File: src/rtl/conv_sched_ctrl.sv
// conv_sched_ctrl: beat scheduler for the conv array, IDLE -> RUN -> DONE over kernel/channel/row/cycle counters.
// Outputs decode registered state only; `CONV_SCHED_STALL_EN lets in_stall freeze the counters and gate the beats.
module conv_sched_ctrl #(
    parameter int unsigned ROWS = 61
) (
    input  logic       clk,
    input  logic       rst_n,
    input  logic       in_start_conv,
    input  logic [2:0] in_cfg_ci,
    input  logic [2:0] in_cfg_co,
    input  logic       in_stall,
    output logic       out_readw_ctl,
    output logic       out_readi_ctl,
    output logic       out_write_ctl,
    output logic       out_write_single,
    output logic       out_acc_clr,
    output logic       out_end_conv,
    output logic       out_busy,
    output logic [4:0] out_kernel_idx,
    output logic [4:0] out_channel_idx,
    output logic [5:0] out_row_idx,
    output logic [5:0] out_cycle_idx
);

    typedef enum logic [1:0] {
        IDLE = 2'd0,
        RUN  = 2'd1,
        DONE = 2'd2
    } state_t;

    localparam logic [5:0] CYC_LAST = 6'd33;
    localparam logic [5:0] RDW_LAST = 6'd1;
    localparam logic [5:0] RDI_LAST = 6'd31;
    localparam logic [5:0] WR_FIRST = 6'd3;
    localparam logic [5:0] ROW_LAST = 6'(ROWS - 1);

    state_t     state_q;
    logic [4:0] nc_last_q;
    logic [4:0] nk_last_q;
    logic [4:0] kernel_q,  kernel_d;
    logic [4:0] channel_q, channel_d;
    logic [5:0] row_q,     row_d;
    logic [5:0] cycle_q,   cycle_d;
    logic       last_beat;
    logic       stall;
    logic       run;
    logic       beat_en;

    // Codes 4..7 saturate at 32; the stored value is the last index, not the count.
    function automatic logic [4:0] last_idx(input logic [2:0] code);
        case (code)
            3'd0:    return 5'd7;
            3'd1:    return 5'd15;
            3'd2:    return 5'd23;
            default: return 5'd31;
        endcase
    endfunction

`ifdef CONV_SCHED_STALL_EN
    assign stall = in_stall;
`else
    logic unused_stall;
    assign unused_stall = in_stall;
    assign stall        = 1'b0;
`endif

    always_comb begin
        cycle_d   = cycle_q + 6'd1;
        row_d     = row_q;
        channel_d = channel_q;
        kernel_d  = kernel_q;
        last_beat = 1'b0;
        if (cycle_q == CYC_LAST) begin
            cycle_d = '0;
            row_d   = row_q + 6'd1;
            if (row_q == ROW_LAST) begin
                row_d     = '0;
                channel_d = channel_q + 5'd1;
                if (channel_q == nc_last_q) begin
                    channel_d = '0;
                    kernel_d  = kernel_q + 5'd1;
                    last_beat = (kernel_q == nk_last_q);
                end
            end
        end
    end

    always_ff @(posedge clk or negedge rst_n) begin
        if (!rst_n) begin
            state_q   <= IDLE;
            nc_last_q <= '0;
            nk_last_q <= '0;
            kernel_q  <= '0;
            channel_q <= '0;
            row_q     <= '0;
            cycle_q   <= '0;
        end else begin
            case (state_q)
                IDLE: begin
                    if (in_start_conv) begin
                        nc_last_q <= last_idx(in_cfg_ci);
                        nk_last_q <= last_idx(in_cfg_co);
                        kernel_q  <= '0;
                        channel_q <= '0;
                        row_q     <= '0;
                        cycle_q   <= '0;
                        state_q   <= RUN;
                    end
                end
                RUN: begin
                    // Final beat leaves the counters at their terminal values for DONE to hold.
                    if (!stall) begin
                        if (last_beat) begin
                            state_q <= DONE;
                        end else begin
                            kernel_q  <= kernel_d;
                            channel_q <= channel_d;
                            row_q     <= row_d;
                            cycle_q   <= cycle_d;
                        end
                    end
                end
                DONE: begin
                    if (!in_start_conv) begin
                        state_q <= IDLE;
                    end
                end
                default: state_q <= IDLE;
            endcase
        end
    end

    assign run     = (state_q == RUN);
    assign beat_en = run & ~stall;

    assign out_readw_ctl    = beat_en & (cycle_q <= RDW_LAST);
    assign out_readi_ctl    = beat_en & (cycle_q <= RDI_LAST);
    assign out_write_ctl    = beat_en & (channel_q == nc_last_q) & (cycle_q >= WR_FIRST);
    assign out_write_single = out_write_ctl & (cycle_q == WR_FIRST);
    assign out_acc_clr      = run & (channel_q == 5'd0);
    assign out_end_conv     = (state_q == DONE);
    assign out_busy         = run;

    assign out_kernel_idx  = kernel_q;
    assign out_channel_idx = channel_q;
    assign out_row_idx     = row_q;
    assign out_cycle_idx   = cycle_q;

endmodule

File: config.mk
export PLATFORM = sky130hd
export DESIGN_NAME = conv_sched_ctrl
export DESIGN_NICKNAME = d
export VERILOG_FILES = /design/src/rtl/conv_sched_ctrl.sv
export SDC_FILE = /design/constraint.sdc
export NUM_CORES = 1
export LEC_CHECK = 0
export CAP_MARGIN = 5
export CELL_PAD_IN_SITES_DETAIL_PLACEMENT = 0
export CELL_PAD_IN_SITES_GLOBAL_PLACEMENT = 2
export CORE_MARGIN = 2
export CORE_UTILIZATION = 28
export CTS_BUF_LIST = sky130_fd_sc_hd__clkbuf_8
export CTS_CLUSTER_DIAMETER = 80
export DETAILED_ROUTE_END_ITERATION = 12
export MAX_ROUTING_LAYER = met4
export PLACE_DENSITY = 0.75
export SYNTH_ARGS = -nofsm -noshare
export SYNTH_HDL_FRONTEND = slang
export SYNTH_SLANG_ARGS = --single-unit
export TNS_END_PERCENT = 30
File: constraint.sdc
create_clock -name clk -period 2.8 [get_ports clk]
set_input_delay 0.84 -clock clk [delete_from_list [all_inputs] [get_ports clk]]
set_output_delay 0.84 -clock clk [all_outputs]
set_load 0.02 [all_outputs]
=== Word level (Yosys, flattened, before mapping) ===
Cells that the tools add are included.

* Register bits after elaboration: 34
* Output and inout bits: 29
* Logic and storage cells: 77
* Bits of input ports: 10

* Muxes and demuxes: 28
* Eq/ne operators: 18
* Reductions and logical operators: 11
* Bitwise gates (word level): 6
* $lt $le $gt $ge: 3
* Add/subtract/negate cells: 4

{| class="wikitable"
|+ Operators by type and width
! operator !! number
|-
| 5-bit two-way mux || 9
|-
| 6-bit two-way mux || 6
|-
| 5-bit one-hot mux with 3 select lines || 2
|-
| 6-bit one-hot mux with 2 select lines || 2
|-
| 5-bit one-hot mux with 2 select lines || 2
|-
| 6-bit by 1-bit adder with 6-bit output, second input constant || 2
|-
| 6-bit equality test, second input constant || 2
|-
| 5-bit by 1-bit adder with 5-bit output, second input constant || 2
|-
| 5-bit equality test || 2
|-
| 2-bit != test, second input constant || 4
|-
| 1-bit AND || 6
|-
| 3-bit by 1-bit equality test with 1-bit output, second input constant || 2
|-
| 3-bit by 2-bit equality test with 1-bit output, second input constant || 2
|-
| 6-bit by 2-bit equality test with 1-bit output, second input constant || 1
|-
| 6-bit by 2-bit greater-or-equal comparator with 1-bit output, second input constant || 1
|-
| 6-bit by 1-bit <= comparator with 1-bit output, second input constant || 1
|-
| 6-bit by 5-bit <= comparator with 1-bit output, second input constant || 1
|-
| 3-bit zero test || 2
|-
| 2-bit two-way mux || 3
|-
| 2-bit by 1-bit != test with 1-bit output, second input constant || 3
|-
| 2-bit one-hot mux with 3 select lines || 1
|-
| 3-bit AND reduction || 2
|-
| 6-bit AND reduction || 1
|-
| 5-bit zero test || 1
|-
| other kinds (8) || 10
|}

=== Logic depth before layout (Yosys ltp) ===
Gate-level depths: netlist of run 1.

* Depth in word-level cells: 6
* Depth in mapped cells: 9
* Depth with buffers taken out: 7

=== Worst setup path after synthesis of run 1 ===
No wires, ideal clock.

* Kind: register -> output
* From: register channel_q[1], in the netlist out_channel_idx[1]
* To: output port out_write_ctl
* Data required time: 1960 ps
* Stages on the path, launching flop included: 4
* Path buffers: 0
* Arrival time: 1996 ps
* Path slack: -36 ps
* Cell sequence: dfrtp_1 > or4_4 > a2111oi_4 > a21boi_0

* Longest elaborated chain between the ends: 3

{| class="wikitable"
|+ Ends and longest elaborated chain
! item !! RTL line !! text
|-
| from (decl) || 41 || <nowiki>logic [4:0] channel_q, channel_d;</nowiki>
|-
| from (signal assigned) || 117 || <nowiki>channel_q <= channel_d;</nowiki>
|-
| 5-bit equality test || 138 || <nowiki>assign out_write_ctl = beat_en & (channel_q == nc_last_q) & (cycle_q >= WR_FIRST);</nowiki>
|-
| 1-bit AND (2 in a row) || 138 ||
|-
| to (decl) || 14 || <nowiki>output logic out_write_ctl,</nowiki>
|}

Every way passes these cells.

=== Final worst setup path of run 1 ===
* From: register channel_q[0], in the netlist out_channel_idx[0]
* To: output port out_write_ctl

Same word-level chain as after synthesis.

==> results of run 1 <==
## per-layer routing
layer | vias up | routed length, um | GRT usage
met3 | 4 | 180 | 0.03363
met4 | 0 | 44 | 0.03666
met2 | 41 | 2146 | 0.2240
li1 | 821 | - | -
met5 | - | 0 | -
met1 | 773 | 2278 | 0.1969
## synth_stat cells (2+ instances only)
cell type,number
a21boi_1,2
a21o_1,2
a31oi_1,3
and3_1,4
and4_1,2
buf_2,2
buf_6,2
clkbuf_1,3
dfrtp_1,29
ha_1,8
inv_1,9
nand2_1,14
nand2b_1,6
nand3_1,11
nand4_1,5
nor2_1,11
nor3_1,4
nor4_1,3
o21ai_0,8
o21ai_1,9
o2bb2ai_1,3
o31ai_1,7
o41ai_1,3
or2_2,2
or3_1,2
or4_1,2
xnor2_1,4
xor2_1,5
## state kept, by name, indices dropped and copies added (netlist names)
| signal | count |
|---|---|
| nk_last_q | 2 |
| out_kernel_idx | 5 |
| state_q | 2 |
| out_row_idx | 6 |
| out_cycle_idx | 6 |
| out_channel_idx | 5 |
| nc_last_q | 3 |
## critical path: cells and delay by family (launching register included)
family          cells  cell delay [ns]
simple gates        1             0.56
buf+inv             1             0.13
compound gates      2             0.61
flops               1             0.37
## metrics by stage
| stage | instance area (sq um) | TNS, ns | setup slack [ns] | util | hold slack (ns) |
|---|---|---|---|---|---|
| after detailed placement | 2401 | -0.7334 | -0.1966 | 0.3847 | 0.4787 |
| after global routing | 2490 | -0.2061 | -0.1059 | 0.3990 | 0.5148 |
| after CTS | 2487 | -0.1291 | -0.07219 | 0.3986 | 0.4931 |
| final | 2490 | 0 | 0.004830 | 0.3990 | 0.4895 |
| after global placement | 2401 | -0.7639 | -0.2166 | 0.3847 | 0.4773 |
| after floorplan | 1778 | 0 | 0.1023 | - | 0.4583 |
## placed cells by master (no fill, tap or decap), drive strengths merged, types with 3 or more instances in the layout
cell and n:
dfrtp 29, o2bb2ai 3, ha 8, clkdlybuf4s50 32
buf 27, inv 10, xnor2 4, a21boi 3
a31oi 3, nand3 11, and3 4, nor4 3
nor2 12, o31ai 7, nand4 5, nor3 4
nand2b 6, clkbuf 6, o41ai 3, or4 3
nand2 14, or2 3, o21ai 17, xor2 5
## path summary, 6_finish.rpt
check	from	end	slack, ns
min	nk_last_q[3]	nk_last_q[3]	0.49
min reg2reg	nk_last_q[3]	nk_last_q[3]	0.49
max	out_channel_idx[0]	out_write_ctl	0.005
max reg2reg	out_channel_idx[0]	out_row_idx[0]	0.48
min in group asynchronous	rst_n	out_cycle_idx[3]	0.95
max in group asynchronous	rst_n	nc_last_q[3]	1.56
## logic make-up after synthesis
group                      count (synthesis)  synth area share
xor gates and xnor gates                   9           0.04433
DFF                                       29            0.4082
muxes                                      2           0.01407
AOI/OAI and AO/OA                         48            0.1999
buffers and inverters                     17           0.04574
and+or+nand+nor                           75            0.2315
adders and majority gates                  8           0.05630
## timing repair
item                       CTS  global route
pin swaps                    3             1
setup buffers                0             0
gates resized for setup     14             1
setup endpoints to repair    4             3
## area by class of cell
class / instances / area (sq um) / share of cell area
Multi-Input combinational cell: 142 / 974.7 / 0.3915
Timing Repair Buffer: 62 / 569.3 / 0.2286
Clock inverter: 1 / 3.754 / 0.001508
Tap cell: 77 / 96.34 / 0.03869
Sequential cell: 29 / 725.7 / 0.2915
Clock buffer: 6 / 82.58 / 0.03317
Inverter: 10 / 37.54 / 0.01508
## report_power, final
part | switching, mW | internal, mW
logic | 0.0241 | 0.0231
registers | 0.00299 | 0.424
clock network | 0.158 | 0.191
total | 0.185 | 0.638
==> results.toml, run 1 <==
[critical_path]
worstPathRequired_ns = 1.96
crit_path_end_kind = "output pin"
cp_slowest_cell = "or4_4"
critPathLaunchType = "flip-flop"
worst-setup-path-type = "flip-flop to output pin"
path_cells = "or4_4 -> a2111oi_4 -> a21boi_2 -> buf_6"
cp_data_arrival_time_ns = 1.96
crit_path_max_incr_delay_ns = 0.56
r2r_cells = 7
path_max_fanout = 3

[pwr]
finalPower_mw = 0.8223
vdd_drop_max_mv = 0.1929
power_density_mw_per_mm2 = 330.2
power_leakage_nw = 1.085

[timing]
finalHoldViolCount = 0
max_freq_ghz = 0.3578
skew_ns = 0.006155
finalSetupViolations = 0
period_minus_slack_ns = 2.795
rsz0062_at_grt = "true"
maxSlewHeadroom = 0.6665
post-route-period-util = 0.9983
worst_pin_slew_ns = 0.4957
slew_viol_final = 0

[drt]
drtIter0Drc = 48
avgRoutedWirePerCell_um = 14.22
antenna_left = 0
drc = 0
vias = 1639
viasPerCell = 5.012
wl_um = 4650
drt-pass1-iter-count = 4

[yosys]
synth_nets = 206
synth_edf_count = 0
yosysTopAreaCell = "dfrtp_1"
ys.flop_type = "dfrtp_1"
synth_warnings = 0
yosysTopAreaCellShare = 0.4082
ys_async_sr_fraction = 1.000
ys_seq_elements = 29
netlist_top_cells_area = "dfrtp_1 (41%), ha_1 (5.6%), nand3_1 (3.1%)"
synth_cell_type_count = 51
ys_seq_area_frac = 0.4082
netlist_area_sq_mm = 0.001778
netlist_instances = 188
syn_area_per_cell_sq_um = 9.457

[cells_and_area]
layout-drive-gt1-share = 0.1720
syn2layout_area_growth_pct = 40.04
finalNonFillerCells = 327
nFillCells = 653
nNetsFinal = 268
antenna-diode-count = 0

[global_routing]
grt_use_total = 0.1463
grt_pass1_wl_um = 8017
grt_pass1_vias = 1603
antenna_found_initial = 0
grt_max_degree = 30
grt_remaining_overflow = 0

[clocking]
clock_latency_ns = 0.28
cts-root-buf = "clkbuf_8"
numCtsBuffers = 5
clk_path_buf_depth = 2
htreeDepth = 2
postCtsHoldBufs = 0
numClockSinks = 29
cts_tree = "built"
clkTransAtPathRegs_ns = 0.06

[place]
dp.cells = 320
gp_congestion = 0.7745
io_buffers = 37
post-dp-hpwl_um = 3449

[die]
core_sq_mm = 0.006241
fp-row-count = 29
fp.dieH_um = 83.69
die_w_um = 83.69
initial_core_util = 0.2849
dieArea_sq_mm = 0.007003
pin_count = 39

[hold_path]
whs_path_depth = 2
min_path_type = "flip-flop to flip-flop"

[run]
drv_cap = 0

[outcome]
status = "finished clean"
Note: power is estimated with default switching activity, not from simulation.
==> run 2: changes to the inputs <==
--- a/config.mk
+++ b/config.mk
@@ -11,10 +11,11 @@
 export CORE_MARGIN = 2
 export CORE_UTILIZATION = 28
 export CTS_BUF_LIST = sky130_fd_sc_hd__clkbuf_8
-export CTS_CLUSTER_DIAMETER = 80
+export CTS_CLUSTER_DIAMETER = 30
 export DETAILED_ROUTE_END_ITERATION = 12
 export MAX_ROUTING_LAYER = met4
 export PLACE_DENSITY = 0.75
+export SKIP_CTS_REPAIR_TIMING = 1
 export SYNTH_ARGS = -nofsm -noshare
 export SYNTH_HDL_FRONTEND = slang
 export SYNTH_SLANG_ARGS = --single-unit
==> constraint.sdc (replaced) <==
create_clock -name clk -period 3.2 [get_ports clk]
set_input_delay 0.96 -clock clk [delete_from_list [all_inputs] [get_ports clk]]
set_output_delay 0.96 -clock clk [all_outputs]
set_load 0.02 [all_outputs]
==> run 2 against run 1 <==
Combinational power fell by 19%; core utilization fell by 0.96 points; critical endpoint is now out_write_single; first-iteration DRC count rose by 15%; global-route usage rose by 0.14 points; largest power group unchanged; clock-buffer cell count fell by 1.
==> results.toml, run 2 (synthesis gave the netlist of run 1 again) <==
[outcome]
status = "finished clean"

[critical_path]
r2r_slack_ns = 0.68
crit_path_max_incr_delay_ns = 0.57
r2r_cells = 7
critPathLaunchType = "flip-flop"
cp_slowest_cell = "or4_4"
worst-setup-path-type = "flip-flop to output pin"
path_cells = "or4_4 -> a2111oi_4 -> and3_1 -> dlymetal6s2s_1"
crit_start = "out_channel_idx[1]"
path_max_fanout = 3
cp_data_arrival_time_ns = 2.12
worstPathRequired_ns = 2.24
crit_path_end_kind = "output pin"
timing.rr.start = "out_channel_idx[1]"

[drt]
drc = 0
vias = 1587
antenna_left = 0
viasPerCell = 4.929
drtIter0Drc = 55
avgRoutedWirePerCell_um = 14.51
drt-pass1-iter-count = 4
wl_um = 4673

[clocking]
numClockSinks = 29
clkTransAtPathRegs_ns = 0.07
clk_path_buf_depth = 2
numCtsBuffers = 5
cts_tree = "built"
clock_latency_ns = 0.28
htreeDepth = 2
cts-root-buf = "clkbuf_8"

[cells_and_area]
finish.utilization = 0.3893
layout-drive-gt1-share = 0.1510
nNetsFinal = 262
final_cell_mix = "clkdlybuf4s50_1 (34), dfrtp_1 (29), buf_4 (19)"
final_common_cell = "clkdlybuf4s50_1"
antenna-diode-count = 0
syn2layout_area_growth_pct = 36.66

[die]
pin_count = 39
die_w_um = 83.69
initial_core_util = 0.2849
fp.dieH_um = 83.69
dieArea_sq_mm = 0.007003
fp-row-count = 29
core_sq_mm = 0.006241

[pwr]
power_leakage_nw = 1.073
power_density_mw_per_mm2 = 293.1
vdd_drop_max_mv = 0.1394

[timing]
max_freq_ghz = 0.3250
finalSetupViolations = 0
slew_viol_final = 0
maxSlewHeadroom = 0.6850
rsz0062_at_grt = "true"
skew_ns = 0.004673
period_minus_slack_ns = 3.077
hold_slack_ns = 0.4869
fin_setup_tns_ns = 0
fin_ws_ns = 0.1228
worst_pin_slew_ns = 0.4716
finalHoldViolCount = 0
post-route-period-util = 0.9616

[global_routing]
grt_pass1_vias = 1610
antenna_found_initial = 0
grt_pass1_wl_um = 7969
grt_remaining_overflow = 0
grt_use_total = 0.1477
grt_max_degree = 30

[hold_path]
min_path_type = "flip-flop to flip-flop"
whs_path_depth = 2
min_from = "nk_last_q[4]"

[place]
gp_congestion = 0.8085
post-dp-hpwl_um = 3455
io_buffers = 37
pre_cts_ws_ns = 0.02017

[run]
drv_cap = 0
==> run 2: changes by cell type in the layout (fill, tap and decap cells not counted), sizes merged <==
cell           before  now
buf                27   19
inv                10    9
dlymetal6s2s        1    2
clkinvlp            0    1
clkdlybuf4s50      32   34
clkinv              1    3
dlygate4sd2         2    0
==> run 2: metal layers <==
| layer | up-vias | part of all wire | track usage |
|---|---|---|---|
| li1 | 803 | - | - |
| met1 | 755 | 0.50 | 0.1949 |
| met2 | 27 | 0.46 | 0.2291 |
| met3 | 2 | 0.034 | 0.03759 |
| met4 | 0 | 0.0043 | 0.03519 |
| met5 | - | 0 | - |
==> run 2: area by class of cell <==
| class | instances | area [sq um] |
|---|---|---|
| inverters | 10 | 37.54 |
| flip-flops and latches | 29 | 725.7 |
| fillers | 672 | 3811 |
| well taps | 77 | 96.34 |
| repair buffers | 56 | 513.0 |
| clock inverters | 3 | 17.52 |
| multi-input cells | 142 | 970.9 |
| clock buffers | 5 | 68.82 |
==> run 2: metrics by stage <==
stage / instances / power [mW] / cell area, sq um
floorplan: 188 / 0.3943 / 1778
global placement: 314 / 0.4198 / 2344
detailed placement: 314 / 0.4204 / 2344
CTS: 322 / 0.7257 / 2430
global route: 322 / 0.7458 / 2430
finish: 322 / 0.7123 / 2430
==> run 2: final timing paths <==
path | endpoint
max reg2reg | out_channel_idx[4]
min in group asynchronous | out_row_idx[1]
min | nk_last_q[4]
max | out_write_single
min reg2reg | nk_last_q[4]
max in group asynchronous | out_kernel_idx[1]
==> run 2: worst max-delay path: cells and delay by family, from the launching register on <==
| kind | cells | cell delay, ns |
|---|---|---|
| flops | 1 | 0.38 |
| buf+inv | 1 | 0.22 |
| compound gates | 1 | 0.45 |
| simple gates | 2 | 0.78 |
==> run 2: report_power, final <==
part / switching (mW) / internal, mW / leakage, nW
registers: 0.00259 / 0.370 / 0.345
logic: 0.0204 / 0.0179 / 0.684
clock network: 0.151 / 0.150 / 0.0439
total: 0.174 / 0.538 / 1.07
